`src/rtl/face_detection_pkg.sv`:
```
// Shared types for the face-detection candidate path: collector FSM states,
// the coordinate width and the packed candidate entry.
package face_detection_pkg;

    localparam int DATA_WIDTH_12 = 12;

    typedef enum logic [1:0] {
        COLLECT = 2'd0,
        DRAIN   = 2'd1,
        DONE    = 2'd2
    } collector_state_t;

    typedef struct packed {
        logic [DATA_WIDTH_12-1:0] x;
        logic [DATA_WIDTH_12-1:0] y;
    } cand_entry_t;

endpackage

```
`src/rtl/candidate_fifo.sv`:
```
// First-word-fall-through FIFO; pointers carry one extra MSB so that full and
// empty can be told apart. Head data reads as zero while empty.
module candidate_fifo #(
    parameter int DATA_W = 24,
    parameter int DEPTH  = 16,
    parameter int ADDR_W = 4
) (
    input  logic              clk,
    input  logic              reset,
    input  logic              i_push,
    input  logic              i_pop,
    input  logic [DATA_W-1:0] i_data,
    output logic [DATA_W-1:0] o_data,
    output logic              o_full,
    output logic              o_empty,
    output logic [ADDR_W:0]   o_level
);

    logic [DATA_W-1:0] r_mem [DEPTH];
    logic [ADDR_W:0]   r_wr_ptr;
    logic [ADDR_W:0]   r_rd_ptr;
    logic              w_wr_en;
    logic              w_rd_en;

    assign o_empty = (r_wr_ptr == r_rd_ptr);
    assign o_full  = (r_wr_ptr[ADDR_W] != r_rd_ptr[ADDR_W]) &&
                     (r_wr_ptr[ADDR_W-1:0] == r_rd_ptr[ADDR_W-1:0]);
    assign o_level = r_wr_ptr - r_rd_ptr;

    // A write into a full FIFO is allowed only when the head leaves this cycle.
    assign w_rd_en = i_pop & ~o_empty;
    assign w_wr_en = i_push & (~o_full | w_rd_en);
    assign o_data  = o_empty ? {DATA_W{1'b0}} : r_mem[r_rd_ptr[ADDR_W-1:0]];

    always_ff @(posedge clk) begin
        if (reset) begin
            r_wr_ptr <= {(ADDR_W+1){1'b0}};
            r_rd_ptr <= {(ADDR_W+1){1'b0}};
        end else begin
            if (w_wr_en) begin
                r_wr_ptr <= r_wr_ptr + {{ADDR_W{1'b0}}, 1'b1};
            end
            if (w_rd_en) begin
                r_rd_ptr <= r_rd_ptr + {{ADDR_W{1'b0}}, 1'b1};
            end
        end
    end

    always_ff @(posedge clk) begin
        if (w_wr_en) begin
            r_mem[r_wr_ptr[ADDR_W-1:0]] <= i_data;
        end
    end

endmodule

```
`src/rtl/candidate_collector.sv`:
```
// Collects face-candidate windows into a FWFT FIFO and drains them per frame.
// Optional feature macro: CANDIDATE_MERGE_EN (suppress near-duplicate neighbours).
module candidate_collector
    import face_detection_pkg::*;
#(
    parameter int FIFO_DEPTH      = 16,
    parameter int FIFO_ADDR_WIDTH = 4,
    parameter int COUNT_WIDTH     = 8
) (
    input  logic                     clk,
    input  logic                     reset,
    input  logic                     inspect_done,
    input  logic                     candidate,
    input  logic [DATA_WIDTH_12-1:0] resize_x,
    input  logic [DATA_WIDTH_12-1:0] resize_y,
    input  logic                     frame_end,
    input  logic                     out_ready,
    output logic                     o_out_valid,
    output logic [DATA_WIDTH_12-1:0] o_out_x,
    output logic [DATA_WIDTH_12-1:0] o_out_y,
    output logic [COUNT_WIDTH-1:0]   o_count,
    output logic [COUNT_WIDTH-1:0]   o_drop_count,
    output logic                     o_overflow,
    output logic                     o_full,
    output logic                     o_frame_done
);

    function automatic logic [COUNT_WIDTH-1:0] sat_inc(input logic [COUNT_WIDTH-1:0] v);
        if (v == {COUNT_WIDTH{1'b1}}) begin
            sat_inc = v;
        end else begin
            sat_inc = v + {{(COUNT_WIDTH-1){1'b0}}, 1'b1};
        end
    endfunction

    collector_state_t        r_state;
    collector_state_t        w_state_next;
    logic                    r_inspect_done_d;
    logic [COUNT_WIDTH-1:0]  r_count;
    logic [COUNT_WIDTH-1:0]  r_drop_count;
    logic                    r_overflow;
    logic                    w_event;
    logic                    w_push_req;
    logic                    w_suppress;
    logic                    w_push_ok;
    logic                    w_drop;
    logic                    w_pop;
    logic                    w_fifo_full;
    logic                    w_fifo_empty;
    logic                    w_drain_empty;
    logic [FIFO_ADDR_WIDTH:0] w_level;
    cand_entry_t             w_in_entry;
    cand_entry_t             w_head;

    assign w_event    = inspect_done & ~r_inspect_done_d;
    assign w_push_req = w_event & candidate & (r_state == COLLECT);
    assign w_pop      = ~w_fifo_empty & out_ready;
    assign w_in_entry = '{x: resize_x, y: resize_y};

`ifdef CANDIDATE_MERGE_EN
    logic                     r_last_valid;
    logic [DATA_WIDTH_12-1:0] r_last_x;
    logic [DATA_WIDTH_12-1:0] r_last_y;
    logic [DATA_WIDTH_12-1:0] w_dx;

    assign w_dx = (resize_x >= r_last_x) ? (resize_x - r_last_x) : (r_last_x - resize_x);
    assign w_suppress = w_push_req & r_last_valid & (resize_y == r_last_y) &
                        (w_dx <= {{(DATA_WIDTH_12-1){1'b0}}, 1'b1});

    // Remember the last entry that actually entered the FIFO.
    always_ff @(posedge clk) begin
        if (reset || (r_state == DONE)) begin
            r_last_valid <= 1'b0;
            r_last_x     <= {DATA_WIDTH_12{1'b0}};
            r_last_y     <= {DATA_WIDTH_12{1'b0}};
        end else if (w_push_ok) begin
            r_last_valid <= 1'b1;
            r_last_x     <= resize_x;
            r_last_y     <= resize_y;
        end
    end
`else
    assign w_suppress = 1'b0;
`endif

    assign w_push_ok = w_push_req & ~w_suppress & (~w_fifo_full | w_pop);
    assign w_drop    = w_push_req & ~w_suppress & w_fifo_full & ~w_pop;

    // No pushes can land in DRAIN, so "empty after this cycle's pop" needs only the level.
    assign w_drain_empty = (w_level == {(FIFO_ADDR_WIDTH+1){1'b0}}) ||
                           (w_pop && (w_level == {{FIFO_ADDR_WIDTH{1'b0}}, 1'b1}));

    candidate_fifo #(
        .DATA_W ($bits(cand_entry_t)),
        .DEPTH  (FIFO_DEPTH),
        .ADDR_W (FIFO_ADDR_WIDTH)
    ) u_fifo (
        .clk     (clk),
        .reset   (reset),
        .i_push  (w_push_req & ~w_suppress),
        .i_pop   (w_pop),
        .i_data  (w_in_entry),
        .o_data  (w_head),
        .o_full  (w_fifo_full),
        .o_empty (w_fifo_empty),
        .o_level (w_level)
    );

    always_comb begin
        w_state_next = r_state;
        case (r_state)
            COLLECT: begin
                if (frame_end) begin
                    w_state_next = DRAIN;
                end else begin
                    w_state_next = COLLECT;
                end
            end
            DRAIN: begin
                if (w_drain_empty) begin
                    w_state_next = DONE;
                end else begin
                    w_state_next = DRAIN;
                end
            end
            DONE:    w_state_next = COLLECT;
            default: w_state_next = COLLECT;
        endcase
    end

    always_ff @(posedge clk) begin
        if (reset) begin
            r_state          <= COLLECT;
            r_inspect_done_d <= 1'b0;
        end else begin
            r_state          <= w_state_next;
            r_inspect_done_d <= inspect_done;
        end
    end

    always_ff @(posedge clk) begin
        if (reset || (r_state == DONE)) begin
            r_count      <= {COUNT_WIDTH{1'b0}};
            r_drop_count <= {COUNT_WIDTH{1'b0}};
            r_overflow   <= 1'b0;
        end else begin
            if (w_push_ok) begin
                r_count <= sat_inc(r_count);
            end
            if (w_drop) begin
                r_drop_count <= sat_inc(r_drop_count);
                r_overflow   <= 1'b1;
            end
        end
    end

    assign o_out_valid  = ~w_fifo_empty;
    assign o_out_x      = w_head.x;
    assign o_out_y      = w_head.y;
    assign o_count      = r_count;
    assign o_drop_count = r_drop_count;
    assign o_overflow   = r_overflow;
    assign o_full       = w_fifo_full;
    assign o_frame_done = (r_state == DONE);

endmodule

```
`config.mk`:
```
export PLATFORM = sky130hd
export DESIGN_NAME = candidate_collector
export DESIGN_NICKNAME = d
export VERILOG_FILES = /design/src/rtl/face_detection_pkg.sv /design/src/rtl/candidate_fifo.sv /design/src/rtl/candidate_collector.sv
export SDC_FILE = /design/constraint.sdc
export NUM_CORES = 1
export LEC_CHECK = 0
export CORE_ASPECT_RATIO = 0.5
export CORE_UTILIZATION = 60
export DETAILED_ROUTE_END_ITERATION = 10
export GPL_TIMING_DRIVEN = 0
export PLACE_DENSITY_LB_ADDON = 0.3
export SYNTH_ARGS = -nofsm -noshare
export SYNTH_HDL_FRONTEND = slang
export SYNTH_SLANG_ARGS = --single-unit
```
`constraint.sdc`:
```
create_clock -name clk -period 4.7 [get_ports clk]
set_clock_uncertainty 0.05 [all_clocks]
set_input_delay 0.705 -clock clk [delete_from_list [all_inputs] [get_ports clk]]
set_output_delay 0.705 -clock clk [all_outputs]
set_load 0.05 [all_outputs]
```
==> Word-level counts from Yosys, hierarchy flattened <==
Memories as Yosys holds them, arrays and structs flattened. A register that Yosys moved wholly into a read port is not among the register bits.
Cells that the tools add are included.
{ "totals": {"ramBits": 384, "word_cells": 54, "mem_count": 1, "reg_bits": 30} }
{ "classes": {"n_eq_ne": 8, "n_reduce_logical": 8, "n_bitwise": 17, "n_addsub": 5, "muxes": 8} }
{ "memory_table": {"columns": ["memory", "words", "word_bits", "rd", "rd_clocked_by_memory_dff", "write_ports", "line_no", "source"], "rows": [
  ["u_fifo.r_mem", 16, 24, 1, 1, 1, "candidate_fifo.sv:19", "logic [DATA_W-1:0] r_mem [DEPTH];"]
]} }
{ "op_table": {"columns": ["operator", "n"], "rows": [
  ["$mux 24", 1],
  ["$add 8x1->8 const B", 2],
  ["$eq 8x8->1 const B", 2],
  ["$add 5x1->5 const B", 2],
  ["$and 1x1->1", 9],
  ["$mux 4", 2],
  ["$not 1->1", 6],
  ["$eq 5x1->1 const B", 1],
  ["$eq 5x5->1", 1],
  ["$logic_not 5->1", 1],
  ["$sub 5x5->5", 1],
  ["$eq 4x4->1", 1],
  ["$pmux 2 s2", 1],
  ["$reduce_and 2->1", 2],
  ["$mux 1", 3],
  ["$eq 2x1->1 const B", 1],
  ["$eq 2x2->1 const B", 1],
  ["$logic_and 1x1->1", 2],
  ["$logic_not 2->1", 1],
  ["$logic_or 1x1->1", 2],
  ["$mux 2", 1],
  ["$or 1x1->1", 2],
  ["$ne 1x1->1", 1]
]} }

==> Depth between registers and ports, before layout <==
{ "logic_depth": {"ltp_word": 8, "ltp_mapped": 9, "mapped_depth_nobuf": 9} }

==> By module <==
A second synthesis with hierarchy kept.
{ "hier_totals": {"cells_unflattened": 798, "area_unflattened_um2": 16595.9} }
{ "modules_own_cells": {"columns": ["module", "seq_area_each_um2", "area_each_um2", "n_inst", "cells_each"], "rows": [
  ["candidate_fifo", 11811.3, 15578.7, 1, 683],
  ["candidate_collector", 400.4, 1017.2, 1, 115]
]} }

==> Least setup slack after synthesis <==
OpenSTA, ideal clock, no wires.
{ "synth_timing": {"path_type": "in2reg", "startpoint": "input inspect_done", "endpoint": "memory u_fifo.r_mem[0][0] (enable)", "setup_ns": 0.435, "arrival_time_ns": 3.244, "stages": 5, "setup_slack_ns": 0.971, "path_cell_list": "nor4b_2 nand2_2 nor2_1 nand2_1 nor3_1"} }
{ "synth_via": {"elab_chain_cells": 6} }
{ "synth_rtl": {"columns": ["element", "line_no", "source"], "rows": [
  ["from (decl)", "candidate_collector.sv:12", "input logic inspect_done,"],
  ["$and 1x1->1", "candidate_collector.sv:55", "assign w_event = inspect_done & ~r_inspect_done_d;"],
  ["$and 1x1->1 (2 in series)", "candidate_collector.sv:56", "assign w_push_req = w_event & candidate & (r_state == COLLECT);"],
  ["$and 1x1->1", "candidate_fifo.sv:32", "assign w_wr_en = i_push & (~o_full | w_rd_en);"],
  ["$mux 1", "candidate_fifo.sv:50", "if (w_wr_en) begin"],
  ["$mux 1 (not written as such)", "candidate_fifo.sv:51", "r_mem[r_wr_ptr[ADDR_W-1:0]] <= i_data;"],
  ["to (decl)", "candidate_fifo.sv:19", null]
]} }
No other way between the ends.

==> out/metrics.csv <==
metric,value,unit
Post-synth EDFFs,384,
cts repair resizes,0,
routed wire length,37180,microns
grt ovf,0,
Critical path destination,o_out_x[9],
crit path kind,register to output port,
cell family with most CP delay,buffers and inverters,
Util after Layout,71.24,%
P per Cell Area,419.7,nW/um^2
post-synth cell types,43,
mux contribution to synthesized area,16.34,%
met3 Usage GRT,4.929,%
RR Endpoint,u_fifo.r_mem[8][13],
sequential share of the synthesized area,74.96,%
Crit Path Max Fanout,10,
Detail Route Antenna Nets,0,
Worst EP arrival,3780,ps
Post-CTS Setup Inserts,0,
final std cells w/o fill,1298,
"Non-Filler Cell Area, Final",18900,sq um
synthesized area,16290,sq um
pin count of the biggest net entering global routing,25,
status,finished clean,
1st-pass router iterations,5,
via/cell ratio,6.501,
share of cells above drive strength 1,21.04,%
placed standard-cell area,17880,sq um
period utilisation layout,96.44,%
CP bufs+invs,4,
diode count,0,
"count leader, synth",edfxtp_1,
crit path max-delay cell type,clkdlybuf4s50_1,
unrepaired setup endpoints after global routing,no,
Die ar.,27860,sq um
WP depth,6,
clock sink total,418,
R2R depth,7,
Syn Nets,837,
Final setup viols,0,
Leakage,0.005730,uW
Synth Area in Adders,0.9677,%
cts hold-fix bufs,0,
Hold Path Class,register to register,
XOR/XNOR Fraction of Synth Area,1.121,%
routability cong.,0.7588,
relative slew slack,24.96,%
post-DR wirelength/cell,28.65,microns
CTS Buf Count,35,
setup TNS,0,ps
starting density of the core,61.39,%
clock transition at the registers of the reported paths,70,ps
async set-reset flop share out of synthesis,0,%
DRT iter0 DRCs,923,
DP Cell Count,1239,
synth top area cells,"edfxtp_1, mux4_2, dfxtp_1",
most numerous cell on the critical path,clkbuf_1,
Pins Over Slew Limit,0,
Rows,42,
post-synth top area share,70.78,%
Final Hold Viols,0,
fin crit period,4533,ps
syn avg cell area,20.49,sq um
"flops & latches, synth",418,
M2 GR Usage,45.09,%
hpwl dp,22290,microns
DRC violations left,0,
Die W,235.0,microns
met1 usage,39.07,%
Synth Flop Type,edfxtp_1,
Die Y,118.5,microns
initial antenna violation count,0,
htree depth,2,
vias,8438,
Slew @ Worst Pin,1126,ps
crit end category,output port,
Worst-Skew Late Latency,530,ps
peak supply drop,258.4,uV
Post-Synthesis Cells,795,
clk buf depth,3,
worst r2r src,u_fifo.r_wr_ptr[0],
FMAX,220.6,MHz
Max-Cap Viols,0,
startpoint types,register,
worst-path cell chain,clkbuf_1 -> clkbuf_1 -> buf_2 -> mux2i_1 -> o22ai_1 -> clkdlybuf4s50_1,
Post-Synth Simple-Gate Area,3.418,%
total power,7935,uW
CP peak stage delay,880,ps
busiest grt layer,met2,
Area Growth Syn to Fin,16.04,%
GRT Util Overall,27.79,%
first-pass GRT wire length,55280,microns
reg2reg setup slack,1410,ps
count of input and output buffers,73,
Synth area leader,edfxtp_1,
Synth Area in Compound Gates,1.751,%
Ports,74,
vias in the first global route,8867,
main combinational cell family by area after synthesis,multiplexers,
Yosys Warn Count,0,
CORE AREA,26540,sq um
CTS tree,done,
required time of the critical path,3940,ps
layout net count,966,
Synth top cells by count,"edfxtp_1, mux4_2, mux2i_1",
CTS root buf,clkbuf_16,
layout make-up:
class                           instances  area [sq um]
Fill cell                            1541          7634
Inverter                               11         41.29
Tap cell                              352         440.4
Timing Repair Buffer                   92          1040
Buffer                                 40         193.9
Multi-Input combinational cell        326          3955
Sequential cell                       418         12210
Clock inverter                          7         26.28
Clock buffer                           52         996.0
cell families after synthesis:
| kind of cell | after synthesis |
|---|---|
| simple gates | 101 |
| buf+inv | 51 |
| compound gates | 47 |
| fa+ha+maj | 12 |
| xor+xnor | 20 |
| flops | 418 |
| mux | 146 |
flip-flops by register name, indices dropped and copies added (netlist names), named ones only:
signal,count
o_count,8
o_drop_count,8
o_overflow,1
r_inspect_done_d,1
r_state,2
u_fifo.r_mem,384
u_fifo.r_rd_ptr,5
u_fifo.r_wr_ptr,5
metal layers:
layer  wire (microns)  vias to the layer above
met5                0                        -
met4              818                        0
met3             3376                       69
met2            18190                      480
met1            14800                     4385
li1                 -                     3504
worst min path at each step:
stage | from | end | slack (ps) | depth (start not counted)
2_1_floorplan | u_fifo.r_wr_ptr[4] | u_fifo.r_wr_ptr[4] | 440 | 2
3_3_place_gp | o_overflow | o_overflow | 420 | 2
3_5_place_dp | o_overflow | o_overflow | 430 | 2
4_1_cts | o_overflow | o_overflow | 450 | 2
5_1_grt | o_overflow | o_overflow | 470 | 2
6_report | o_overflow | o_overflow | 440 | 2
worst reg2reg max path, stage by stage (launching register included):
cell and delay (ps):
dfxtp_1 430, inv_1 120, ha_1 310, nand4_1 170, nor3_4 90, nor2_1 440
nand2_1 360, nor2_4 910
power breakdown:
group	internal [uW]	switching [uW]	total, uW
registers	4090	18.5	4110
logic	455	652	1110
clock network	1460	1260	2720
total	6010	1930	7940
metrics by stage:
| stage | hold WS (ps) | worst slack (ps) |
|---|---|---|
| 2_1_floorplan | 435.6 | 971.4 |
| 3_3_place_gp | 422.0 | -1781 |
| 3_5_place_dp | 428.8 | 771.2 |
| 4_1_cts | 446.1 | 161.5 |
| 5_1_grt | 470.0 | 54.91 |
| 6_report | 439.7 | 167.4 |
placed cells by master, fill, tap and decap left out, types with 8 or more instances in the layout:
cell type / n
nand2_1: 11
edfxtp_1: 384
nor2_1: 30
clkdlybuf4s50_1: 73
xnor2_1: 12
mux2i_1: 50
o22ai_1: 25
buf_2: 11
buf_6: 8
a21oi_1: 12
clkbuf_16: 37
nor2_4: 12
dfxtp_1: 34
mux4_2: 96
ha_1: 11
clkbuf_1: 29
inv_1: 11
No activity file was read; power rests on OpenSTA's default activity.
